## src/rtl/branch_resolve_if.sv

```systemverilog
// branch_resolve_if: flag input, branch request/response and flush signals between cmp, branch resolve and fetch
//   flag, flag_we                  : flags from the cmp stage and their write enable
//   req_valid/ready, req_cond/pc/target : branch request handshake and payload
//   rsp_valid, rsp_taken, rsp_next_pc, cond_err : one-cycle branch result
//   flush                          : fetch flush window
//   flags_q                        : current flags register
//   master modport drives requests; slave modport is the branch_resolve side
interface branch_resolve_if #(
   parameter int PC_W = 32
);
   logic [3:0]      flag;
   logic            flag_we;
   logic            req_valid;
   logic            req_ready;
   logic [3:0]      req_cond;
   logic [PC_W-1:0] req_pc;
   logic [PC_W-1:0] req_target;
   logic            rsp_valid;
   logic            rsp_taken;
   logic [PC_W-1:0] rsp_next_pc;
   logic            cond_err;
   logic            flush;
   logic [3:0]      flags_q;
   modport master (
      output flag, flag_we, req_valid, req_cond, req_pc, req_target,
      input  req_ready, rsp_valid, rsp_taken, rsp_next_pc, cond_err, flush, flags_q
   );
   modport slave (
      input  flag, flag_we, req_valid, req_cond, req_pc, req_target,
      output req_ready, rsp_valid, rsp_taken, rsp_next_pc, cond_err, flush, flags_q
   );
endinterface

```

## src/rtl/branch_resolve.sv

```systemverilog
// branch_resolve: holds cmp flags, resolves branch requests against a condition code, drives next PC and a fetch flush window
//   clk, rst  : clock (rising edge), asynchronous active-high reset
//   br        : branch_resolve_if.slave (flags in, request handshake, response, flush, flags_q)
//   BR_STATS_EN (macro): adds saturating taken_cnt / nottaken_cnt outputs of CNT_W bits
module branch_resolve #(
   parameter int PC_W         = 32,
   parameter int FLUSH_CYCLES = 2
`ifdef BR_STATS_EN
   ,
   parameter int CNT_W        = 16
`endif
) (
   input logic             clk,
   input logic             rst,
   branch_resolve_if.slave br
`ifdef BR_STATS_EN
   ,
   output logic [CNT_W-1:0] taken_cnt,
   output logic [CNT_W-1:0] nottaken_cnt
`endif
);
   localparam int CW = FLUSH_CYCLES > 1 ? $clog2(FLUSH_CYCLES) : 1;
   typedef enum logic [1:0] {IDLE, RESOLVE, FLUSH} state_t;
   state_t        state;
   logic [CW-1:0] cnt;
   logic [3:0]    eff;
   logic [15:0]   tbl;
   logic          taken;
   logic          err;
   // Truth table of every condition code indexed by cond; bypass uses the incoming flag
   always_comb begin
      eff   = br.flag_we ? br.flag : br.flags_q;
      tbl   = {5'b0, 1'b1, ~eff[0], eff[0], ~eff[1], eff[1], ~eff[3] & ~eff[2],
               eff[3] | eff[2], ~eff[3], eff[3], ~eff[2], eff[2]};
      taken = tbl[br.req_cond];
      err   = &br.req_cond[3:2];
   end
   // Response fields are registered at accept so they appear in the RESOLVE cycle
   always_ff @(posedge clk or posedge rst) begin
      if (rst) begin
         state          <= IDLE;
         cnt            <= '0;
         br.flags_q     <= '0;
         br.req_ready   <= 1'b1;
         br.rsp_valid   <= 1'b0;
         br.rsp_taken   <= 1'b0;
         br.rsp_next_pc <= '0;
         br.cond_err    <= 1'b0;
         br.flush       <= 1'b0;
      end else begin
         if (br.flag_we) br.flags_q <= br.flag;
         br.rsp_valid   <= 1'b0;
         br.rsp_taken   <= 1'b0;
         br.rsp_next_pc <= '0;
         br.cond_err    <= 1'b0;
         case (state)
            IDLE: if (br.req_valid) begin
               state          <= RESOLVE;
               br.req_ready   <= 1'b0;
               br.rsp_valid   <= 1'b1;
               br.rsp_taken   <= taken;
               br.rsp_next_pc <= taken ? br.req_target : br.req_pc + PC_W'(4);
               br.cond_err    <= err;
               br.flush       <= taken;
            end
            RESOLVE: if (br.rsp_taken && FLUSH_CYCLES > 1) begin
               state <= FLUSH;
               cnt   <= CW'(FLUSH_CYCLES - 1);
            end else begin
               state        <= IDLE;
               br.req_ready <= 1'b1;
               br.flush     <= 1'b0;
            end
            FLUSH: if (cnt == CW'(1)) begin
               state        <= IDLE;
               br.req_ready <= 1'b1;
               br.flush     <= 1'b0;
            end else begin
               cnt <= cnt - CW'(1);
            end
            default: state <= IDLE;
         endcase
      end
   end
`ifdef BR_STATS_EN
   always_ff @(posedge clk or posedge rst) begin
      if (rst) begin
         taken_cnt    <= '0;
         nottaken_cnt <= '0;
      end else if (br.rsp_valid) begin
         if (br.rsp_taken && !(&taken_cnt)) taken_cnt <= taken_cnt + CNT_W'(1);
         if (!br.rsp_taken && !(&nottaken_cnt)) nottaken_cnt <= nottaken_cnt + CNT_W'(1);
      end
   end
`endif
endmodule

```

## src/flat_wrapper.sv

```systemverilog
// flat-port wrapper written by rule: the top's interface ports become plain ports
module branch_resolve_flat 
#(
   parameter int PC_W         = 32,
   parameter int FLUSH_CYCLES = 2

)
  (clk, rst, br_flag, br_flag_we, br_req_valid, br_req_cond, br_req_pc, br_req_target, br_req_ready, br_rsp_valid, br_rsp_taken, br_rsp_next_pc, br_cond_err, br_flush, br_flags_q);
  branch_resolve_if #(.PC_W(PC_W)) br_i ();
  input logic clk;
  input logic rst;
  input wire logic [$bits(br_i.flag)-1:0] br_flag;
  input wire logic [$bits(br_i.flag_we)-1:0] br_flag_we;
  input wire logic [$bits(br_i.req_valid)-1:0] br_req_valid;
  input wire logic [$bits(br_i.req_cond)-1:0] br_req_cond;
  input wire logic [$bits(br_i.req_pc)-1:0] br_req_pc;
  input wire logic [$bits(br_i.req_target)-1:0] br_req_target;
  output wire logic [$bits(br_i.req_ready)-1:0] br_req_ready;
  output wire logic [$bits(br_i.rsp_valid)-1:0] br_rsp_valid;
  output wire logic [$bits(br_i.rsp_taken)-1:0] br_rsp_taken;
  output wire logic [$bits(br_i.rsp_next_pc)-1:0] br_rsp_next_pc;
  output wire logic [$bits(br_i.cond_err)-1:0] br_cond_err;
  output wire logic [$bits(br_i.flush)-1:0] br_flush;
  output wire logic [$bits(br_i.flags_q)-1:0] br_flags_q;
  assign br_i.flag = br_flag;
  assign br_i.flag_we = br_flag_we;
  assign br_i.req_valid = br_req_valid;
  assign br_i.req_cond = br_req_cond;
  assign br_i.req_pc = br_req_pc;
  assign br_i.req_target = br_req_target;
  assign br_req_ready = br_i.req_ready;
  assign br_rsp_valid = br_i.rsp_valid;
  assign br_rsp_taken = br_i.rsp_taken;
  assign br_rsp_next_pc = br_i.rsp_next_pc;
  assign br_cond_err = br_i.cond_err;
  assign br_flush = br_i.flush;
  assign br_flags_q = br_i.flags_q;
  branch_resolve #(.PC_W(PC_W), .FLUSH_CYCLES(FLUSH_CYCLES)) u_core (.clk(clk), .rst(rst), .br(br_i));
endmodule
```

## config.mk

```make
export PLATFORM = sky130hd
export DESIGN_NAME = branch_resolve_flat
export DESIGN_NICKNAME = d
export VERILOG_FILES = /design/src/rtl/branch_resolve_if.sv /design/src/rtl/branch_resolve.sv /design/src/flat_wrapper.sv
export SDC_FILE = /design/constraint.sdc
export NUM_CORES = 1
export LEC_CHECK = 0
export BUFFER_PORTS_ARGS = -buffer_cell sky130_fd_sc_hd__buf_2
export CAP_MARGIN = 20
export CORE_MARGIN = 4
export CORE_UTILIZATION = 48
export CTS_CLUSTER_DIAMETER = 50
export DETAILED_ROUTE_END_ITERATION = 8
export PLACE_DENSITY = 0.92
export SKIP_CTS_REPAIR_TIMING = 1
export SLEW_MARGIN = 5
export SYNTH_ARGS = -nofsm -noshare
export SYNTH_HDL_FRONTEND = slang
export SYNTH_SLANG_ARGS = --single-unit
```

## constraint.sdc

```tcl
create_clock -name clk -period 2.55 [get_ports clk]
set_clock_uncertainty 0.1 [all_clocks]
set_input_delay 0.51 -clock clk [delete_from_list [all_inputs] [get_ports clk]]
set_output_delay 0.51 -clock clk [all_outputs]
set_load 0.005 [all_outputs]
```

==> metrics.txt <==
antenna violations before repair 1; critical path's top delay family multiplexers; top-count cell post-synth dfrtp_1; Clock Sinks 44; via count 2147; top cells by count, synth 43 x dfrtp_1, 28 x a211oi_2, 28 x nor2_2, 16 x xnor2_1, 13 x xor2_1; first-pass GRT wire length 9740 microns; sequential power share 42.9%; Least-Margin Pin Slew 0.551 ns; Setup crit end kind flip-flop; fin crit share 84.5%; max incr delay on CP 0.49 ns; Final Hold Fails 0; hpwl dp 4880 microns; clock slew at reported path FFs 0.08 ns; GP Congestion 0.787; # IOs 117; Final Max Slew Viols 0; share of post-route cells with drive strength above 1 55.2%; root cell of the clock tree clkbuf_8; Async SR Flop Fraction 100%; vias in the first global route 2129; Die Footprint 6780 sq um; Synth top area share 40.6%; area occupied by multi-input gates 1420 sq um; Worst VDD drop 0.310 mV; Worst Path Buf+Inv 2; Hold Path Class primary input to asynchronous set/reset pin; Total GRT Usage 18.8%; CTS buffer count 5; Pleak 1.61 nW; Routed Antenna Nets 0; Worst Setup Start Kind primary input; largest area contributor in the netlist dfrtp_1; Post-route DRC 0; clock network fraction of total power 21.1%; total power 2.12 mW; syn_nets 319; worst path cell trace buf_2, mux2i_1, mux4_2, xor2_2, a2bb2oi_4, buf_12, nor2_2, a211oi_2; diode count 0; Critical Path AT 2.25 ns; htree depth 2; slowest cell on the critical path mux4_2; fill count 431; syn avg cell area 11.1 sq um; PwrDens 626 nW/um^2; Sw Ratio 33.2%; Final Setup Violations 0; area delta synth->final 27.5%; status finished clean; MaxCap Viol Count 0; logic gate share of total power 36.0%; worst-path fanout max 36; die height 82.3 microns; final net count 437; ys flop type dfrtp_1; Clock Latency Late Sink 0.29 ns; routed vias/inst 5.03; Core Box Area 5240 sq um; Reg area 1100 sq um; Distinct cells, synth 35; Setup Total Neg Slack 0 ns; RSZ-0062 raised after global routing no; I/O Buffers 116; Rows 26; initial drt markers 54; largest net degree at the start of global routing 45; register area share after synthesis 41.6%; top cells by area, synth dfrtp_1 41%, a211oi_2 13%, nor2_2 6.6%; CTS tree yes; synth warn 0; Routed WL 6230 microns; Critical Setup Path Class primary input to flip-flop; internal power 1.41 mW; number of flops mapped to enable cells by yosys 0; worst endpoint required time 2.65 ns; flops & latches, synth 44; Net Sw Power 0.703 mW; Pre-antenna DRT Iters 4; Worst slew margin 63.3%; Initial Util 50.6%; die width 82.3 microns; Overflow after GRT 0; routed len/inst 14.6 microns; Synth Instances 238; Fmax 464 MHz; Cell Area, Synth 2650 sq um; Clock Path Buffers 2; crit path time final 2.16 ns
worst paths after layout:
| kind | start | to | slack [ns] | depth (start not counted) |
|---|---|---|---|---|
| worst max-delay path | br_req_cond[2] | u_core.br.rsp_next_pc[19] | 0.39 | 8 |
| worst min-delay path | rst | u_core.br.rsp_taken | 0.25 | 3 |
| worst max register to register | u_core.br.flags_q[3] | u_core.br.rsp_next_pc[19] | 0.40 | 7 |
| worst min register to register | u_core.cnt | u_core.cnt | 0.37 | 1 |
| max in group asynchronous | rst | u_core.br.rsp_next_pc[19] | 1.73 | 3 |
| min in group clk | br_req_target[0] | u_core.br.rsp_next_pc[0] | 0.36 | 3 |
worst reg2reg max path, cell delays in order (launching register included):
cell	delay [ns]
dfrtp_1	0.41
mux2i_1	0.08
mux4_2	0.49
xor2_2	0.19
a2bb2oi_4	0.24
buf_12	0.28
nor2_2	0.08
a211oi_2	0.21
metrics by stage:
step	hold slack, ns	std cells	area (sq um)	setup slack (ns)	utilization, %
floorplan	0.338	238	2650	0.342	-
global placement	0.350	419	3290	0.159	62.8
detailed placement	0.352	419	3290	0.0904	62.8
finish	0.247	427	3380	0.394	64.5
global route	0.295	427	3380	0.287	64.5
CTS	0.269	427	3380	0.381	64.5
power groups by stage:
stage	clock network (mW)	registers (mW)	logic, mW
2_1_floorplan	0	0.940	0.455
3_3_place_gp	0	0.918	0.744
3_5_place_dp	0	0.922	0.773
4_1_cts	0.461	0.910	0.776
5_1_grt	0.491	0.925	0.838
6_report	0.447	0.909	0.762
logic make-up (layout without fill, tap and decap cells):
| family | after synthesis | after routing | share of synthesized area [%] |
|---|---|---|---|
| XOR/XNOR | 30 | 30 | 10.2 |
| AND/OR/NAND/NOR | 90 | 90 | 19.3 |
| flip-flops | 44 | 44 | 41.6 |
| AO/OA/AOI/OAI | 38 | 38 | 16.8 |
| multiplexers | 11 | 11 | 4.86 |
| buffers and inverters | 20 | 139 | 4.95 |
| adder cells (fa/ha/maj) | 5 | 5 | 2.36 |
per-layer routing:
metal | vias to the layer above | routed length, microns | track usage [%]
met5 | - | 7 | 0
met4 | 2 | 140 | 6.64
met3 | 12 | 413 | 4.45
met2 | 68 | 3210 | 32.9
met1 | 999 | 2460 | 22.5
li1 | 1066 | - | -
cell type report:
class                      count  area share (%)
clock buffer                   7            2.55
tap                           70            2.59
multi-input combinational    174            42.0
clock inverter                 1           0.222
timing repair buffer         120            18.8
sequential                    44            32.6
inverter                      11            1.22
registers in the layout, indices dropped and copies added, names as in the netlist:
register / count
u_core.state: 2
u_core.br.rsp_next_pc: 32
u_core.br.cond_err: 1
u_core.br.flags_q: 4
u_core.br.flush: 1
u_core.br.rsp_valid: 1
u_core.cnt: 1
u_core.br.rsp_taken: 1
u_core.br.req_ready: 1
placed cells by master, fill, tap and decap left out, drive strengths merged, types with 6 or more instances in the layout:
cell type and instances:
nand2 11, xnor2 16, nor3 6, dfrtp 43, nand3 12, nor2 40, clkbuf 7, a211oi 28
buf 120, xor2 14, inv 11
Power figures use the tool's default switching activity.
